<file path="config.mk">
export PLATFORM = sky130hd
export DESIGN_NAME = imem_boot_loader
export DESIGN_NICKNAME = d
export VERILOG_FILES = /design/src/rtl/imem_boot_loader.sv
export SDC_FILE = /design/constraint.sdc
export NUM_CORES = 1
export LEC_CHECK = 0
export BUFFER_PORTS_ARGS = -buffer_cell sky130_fd_sc_hd__buf_2
export CAP_MARGIN = 20
export CORE_MARGIN = 2
export CORE_UTILIZATION = 56
export CTS_BUF_LIST = sky130_fd_sc_hd__clkbuf_16
export CTS_CLUSTER_SIZE = 40
export DETAILED_ROUTE_END_ITERATION = 16
export PLACE_DENSITY = 0.95
export SLEW_MARGIN = 10
export SYNTH_ARGS = -nofsm -noshare
export SYNTH_HDL_FRONTEND = slang
export SYNTH_SLANG_ARGS = --single-unit
</file>
<file path="constraint.sdc">
create_clock -name clk -period 3.5 [get_ports clk]
set_input_delay 0.525 -clock clk [delete_from_list [all_inputs] [get_ports clk]]
set_output_delay 0.525 -clock clk [all_outputs]
set_load 0.02 [all_outputs]
</file>
<file path="src/rtl/imem_boot_loader.sv">
// Boot-time instruction memory loader: accepts 32-bit words on a valid/ready
// stream, writes each as four little-endian byte writes, then releases the core.
module imem_boot_loader #(
    parameter int MEM_BYTES = 256,
    parameter int ADDR_W    = 32,
    parameter int CNT_W     = 8
) (
    input  logic              clk,
    input  logic              reset,
    input  logic              start,
    input  logic              in_valid,
    input  logic [31:0]       in_data,
    input  logic              in_last,
    output logic              in_ready,
    input  logic [ADDR_W-1:0] fetch_addr,
    output logic [ADDR_W-1:0] mem_addr,
    output logic              mem_we,
    output logic [7:0]        mem_wdata,
    output logic              core_hold,
    output logic              done,
    output logic              truncated,
    output logic [CNT_W-1:0]  word_count
);

    typedef enum logic [1:0] {IDLE, RECV, WRITE, DONE} state_t;

    // Base address of the final word slot; reaching it without in_last truncates.
    localparam logic [ADDR_W-1:0] LAST_BASE = ADDR_W'(MEM_BYTES - 4);

    state_t            state, state_next;
    logic [ADDR_W-1:0] base;
    logic [1:0]        byte_idx;
    logic [31:0]       word_q;
    logic              last_q;

    // NOTE: sequential state uses non-blocking assignments so every register
    // samples pre-edge values, independent of statement order.
    always_ff @(posedge clk) begin
        if (reset) begin
            state      <= IDLE;
            base       <= '0;
            byte_idx   <= '0;
            word_q     <= '0;
            last_q     <= 1'b0;
            word_count <= '0;
            truncated  <= 1'b0;
            done       <= 1'b0;
            core_hold  <= 1'b1;
        end else begin
            state     <= state_next;
            done      <= (state_next == DONE);
            core_hold <= (state_next != DONE);
            case (state)
                IDLE, DONE: begin
                    if (start) begin
                        base       <= '0;
                        word_count <= '0;
                        truncated  <= 1'b0;
                    end
                end
                RECV: begin
                    if (in_valid) begin
                        word_q   <= in_data;
                        last_q   <= in_last;
                        byte_idx <= '0;
                    end
                end
                WRITE: begin
                    byte_idx <= byte_idx + 2'd1;
                    if (byte_idx == 2'd3) begin
                        base       <= base + ADDR_W'(4);
                        word_count <= word_count + CNT_W'(1);
                        if (!last_q && base == LAST_BASE)
                            truncated <= 1'b1;
                    end
                end
                default: ;
            endcase
        end
    end

    // NOTE: every combinational output gets a default first so no path leaves
    // it unassigned, which would infer a latch.
    always_comb begin
        state_next = state;
        case (state)
            IDLE:  if (start) state_next = RECV;
            RECV:  if (in_valid) state_next = WRITE;
            WRITE: begin
                if (byte_idx == 2'd3) begin
                    if (last_q || base == LAST_BASE) state_next = DONE;
                    else                             state_next = RECV;
                end
            end
            DONE:  if (start) state_next = RECV;
            default: state_next = IDLE;
        endcase
    end

    always_comb begin
        in_ready  = (state == RECV);
        mem_we    = (state == WRITE);
        mem_addr  = fetch_addr;
        mem_wdata = word_q[7:0];
        if (state == WRITE)
            mem_addr = base + {{(ADDR_W-2){1'b0}}, byte_idx};
        case (byte_idx)
            2'd0: mem_wdata = word_q[7:0];
            2'd1: mem_wdata = word_q[15:8];
            2'd2: mem_wdata = word_q[23:16];
            2'd3: mem_wdata = word_q[31:24];
            default: mem_wdata = word_q[7:0];
        endcase
    end

endmodule

</file>
==> summary.md <==
| Metric | Value |
|---|---|
| Outcome | `complete, no violations` |
| Initial drt markers | `332` |
| # resized after CTS | `0` |
| Clock Path Buffers | `2` |
| Die H | `90.3 um` |
| Min cycle time layout | `2780 ps` |
| Die area | `8160 um^2` |
| Cell area after synthesis | `4170 um^2` |
| Clk_lat worst skew | `340 ps` |
| Crit path launch | `state[0]` |
| Initial core utilization | `57.8%` |
| Hold Crit Class | `in2reg` |
| Arr. time, crit path | `3050 ps` |
| Post-route ant nets | `0` |
| Residual DRC count | `0` |
| Crit Path Max Fanout | `44` |
| Critical path endpoint category | `flip-flop` |
| I/O Buffers | `121` |
| Area leader, netlist | `dfxtp_1` |
| Wire per inst | `15.8 um` |
| Final Slew Violations | `0` |
| Initial antenna violation count | `0` |
| Cells after synthesis | `498` |
| Worst slew pin tran | `1040 ps` |
| Max VDD drop | `0.358 mV` |
| Final setup viols | `0` |
| Setup TNS | `0 ps` |
| Fin nets | `677` |
| Most frequent cells in the layout | `buf_2 (121), nand2_1 (94), dfxtp_1 (78), a21oi_1 (54), mux2_2 (32)` |
| Die width | `90.3 um` |
| Post-DP HPWL | `7540 um` |
| Total CTS buffers | `9` |
| Syn nets | `575` |
| I/O pins | `122` |
| Synthesized area per cell | `8.38 um^2` |
| Core box area | `7210 um^2` |
| Crit path kind | `reg2reg` |
| Layout Skew | `7.88 ps` |
| Max-slew headroom | `30.8%` |
| Number of diodes | `0` |
| Synth top area share | `37.4%` |
| Setup bufs post-CTS | `0` |
| Final worst path period share | `79.4%` |
| Buffer type at the clock tree root | `clkbuf_16` |
| Final Hold Fails | `0` |
| TritonRoute pass-1 iters | `6` |
| DP Area | `4750 um^2` |
| Routability cong. | `0.841` |
| Post-synth EDFFs | `0` |
| Post-synth ARST share | `0%` |
| Max Freq | `360 MHz` |
| GRT Overall Usage | `26.5%` |
| Prevailing post-synth register cell | `dfxtp_1` |
| Vias per std cell | `5.87` |
| RSZ-0062 raised after global routing | `no` |
| Hold_sp | `in_data[7]` |
| Synth area leaders | `dfxtp_1 (37%), mux2_2 (8.6%), nand2_1 (8.5%)` |
| Post-Route WL | `11100 um` |
| TritonCTS clock tree | `yes` |
| Largest net degree at the start of global routing | `45` |
| Detailed-route via count | `4134` |
| FP Rows | `31` |
| Launching point of the worst reg2reg path | `state[0]` |
| Leak pwr | `1.94 nW` |
| Startpoint Class | `flip-flop` |
| First-pass GRT wire length | `17900 um` |
| Post-route cell area | `5060 um^2` |
| Hold Buf Count CTS | `0` |
| Grt ovf | `0` |
| Clock sink count | `78` |
| Max Cap Viol | `0` |
| CTS clk-pin slew, worst paths | `70 ps` |
| Vias in the first global route | `3942` |
| Yosys warns | `0` |
| Ratio of cells with drive above 1 in the final layout | `30.9%` |
| H-tree depth | `3` |
| Req. time, crit path | `3770 ps` |
| Pwr/cell area | `574 nW/um^2` |
| Most common cell after layout, fill and taps aside | `buf_2` |
| Seq/Total Area, Yosys | `37.4%` |
| Synth unique cells | `44` |
| Synth-to-layout area growth | `21.2%` |
| Seq cells post-synth | `78` |
-- final timing paths --
path	endpoint	slack, ps	cells after the start
worst max-delay path	base[18]	720	6
worst min-delay path	word_q[7]	420	3
worst max register to register	base[18]	720	6
worst min register to register	word_q[16]	460	2
-- report_power, final --
| part | internal (mW) | switching [mW] |
|---|---|---|
| Combinational | 0.337 | 0.568 |
| Clock | 0.562 | 0.399 |
| Sequential | 0.970 | 0.0635 |
| Total | 1.87 | 1.03 |
-- Yosys cell counts, types with 3 or more instances --
library cell,count
mux2_2,32
and4_1,4
o31ai_1,4
ha_1,8
and2_1,3
a222oi_1,8
nand2_1,94
buf_1,5
xnor2_1,5
nand2b_1,19
and3_1,5
nand3_1,17
o21ai_0,12
inv_1,23
a21oi_1,54
or4_1,4
nor4_1,20
clkbuf_1,14
a31o_2,4
buf_6,5
nand4_1,14
buf_2,6
dfxtp_1,78
mux2i_1,23
or3_1,5
nor2_1,10
-- routing by layer --
layer | vias up | share of wire [%] | track usage, %
met5 | - | 0 | 0
met2 | 227 | 50 | 47.1
met3 | 34 | 8.6 | 7.01
met4 | 0 | 2.2 | 8.59
li1 | 1981 | - | -
met1 | 1892 | 39 | 31.2
-- layout make-up --
| type | count | area, um^2 |
|---|---|---|
| sequential | 78 | 1560 |
| clock buffer | 9 | 225 |
| fill | 537 | 2160 |
| clock inverter | 7 | 82.6 |
| multi-input combinational | 364 | 2350 |
| timing repair buffer | 124 | 628 |
| inverter | 23 | 86.3 |
| tap | 99 | 124 |
-- per-stage QoR --
step           cells  power, mW  hold slack, ps  util (%)  worst slack [ps]
3_5_place_dp     688       1.94             446      65.8               864
3_3_place_gp     688       1.90             443      65.8              1060
4_1_cts          704       2.89             419      70.1               780
2_1_floorplan    498       1.72             431         -              1250
6_report         704       2.90             420      70.1               720
5_1_grt          704       3.03             422      70.1               598
-- sequential cells by signal, indices dropped and copies added, names as in the netlist --
| signal | flops |
|---|---|
| state | 2 |
| core_hold | 1 |
| word_count | 8 |
| base | 30 |
| done | 1 |
| last_q | 1 |
| byte_idx | 2 |
| word_q | 32 |
| truncated | 1 |
-- logic make-up (layout without fill, tap and decap cells) --
kind of cell | after synthesis | after routing | synth area share, %
AOI/OAI and AO/OA | 86 | 86 | 12.3
xor gates and xnor gates | 6 | 6 | 1.26
adders and majority gates | 8 | 8 | 2.40
buffers and inverters | 56 | 163 | 6.33
DFF | 78 | 78 | 37.4
muxes | 55 | 55 | 14.2
and+or+nand+nor | 209 | 209 | 26.1
-- critical path: stages (launching register included) --
cell and delay [ps]:
dfxtp_1 390, inv_1 90, ha_2 490, nand2b_1 400, nand4_1 510, or4_1 640
a21oi_1 180
Note: power is estimated with default switching activity, not from simulation.
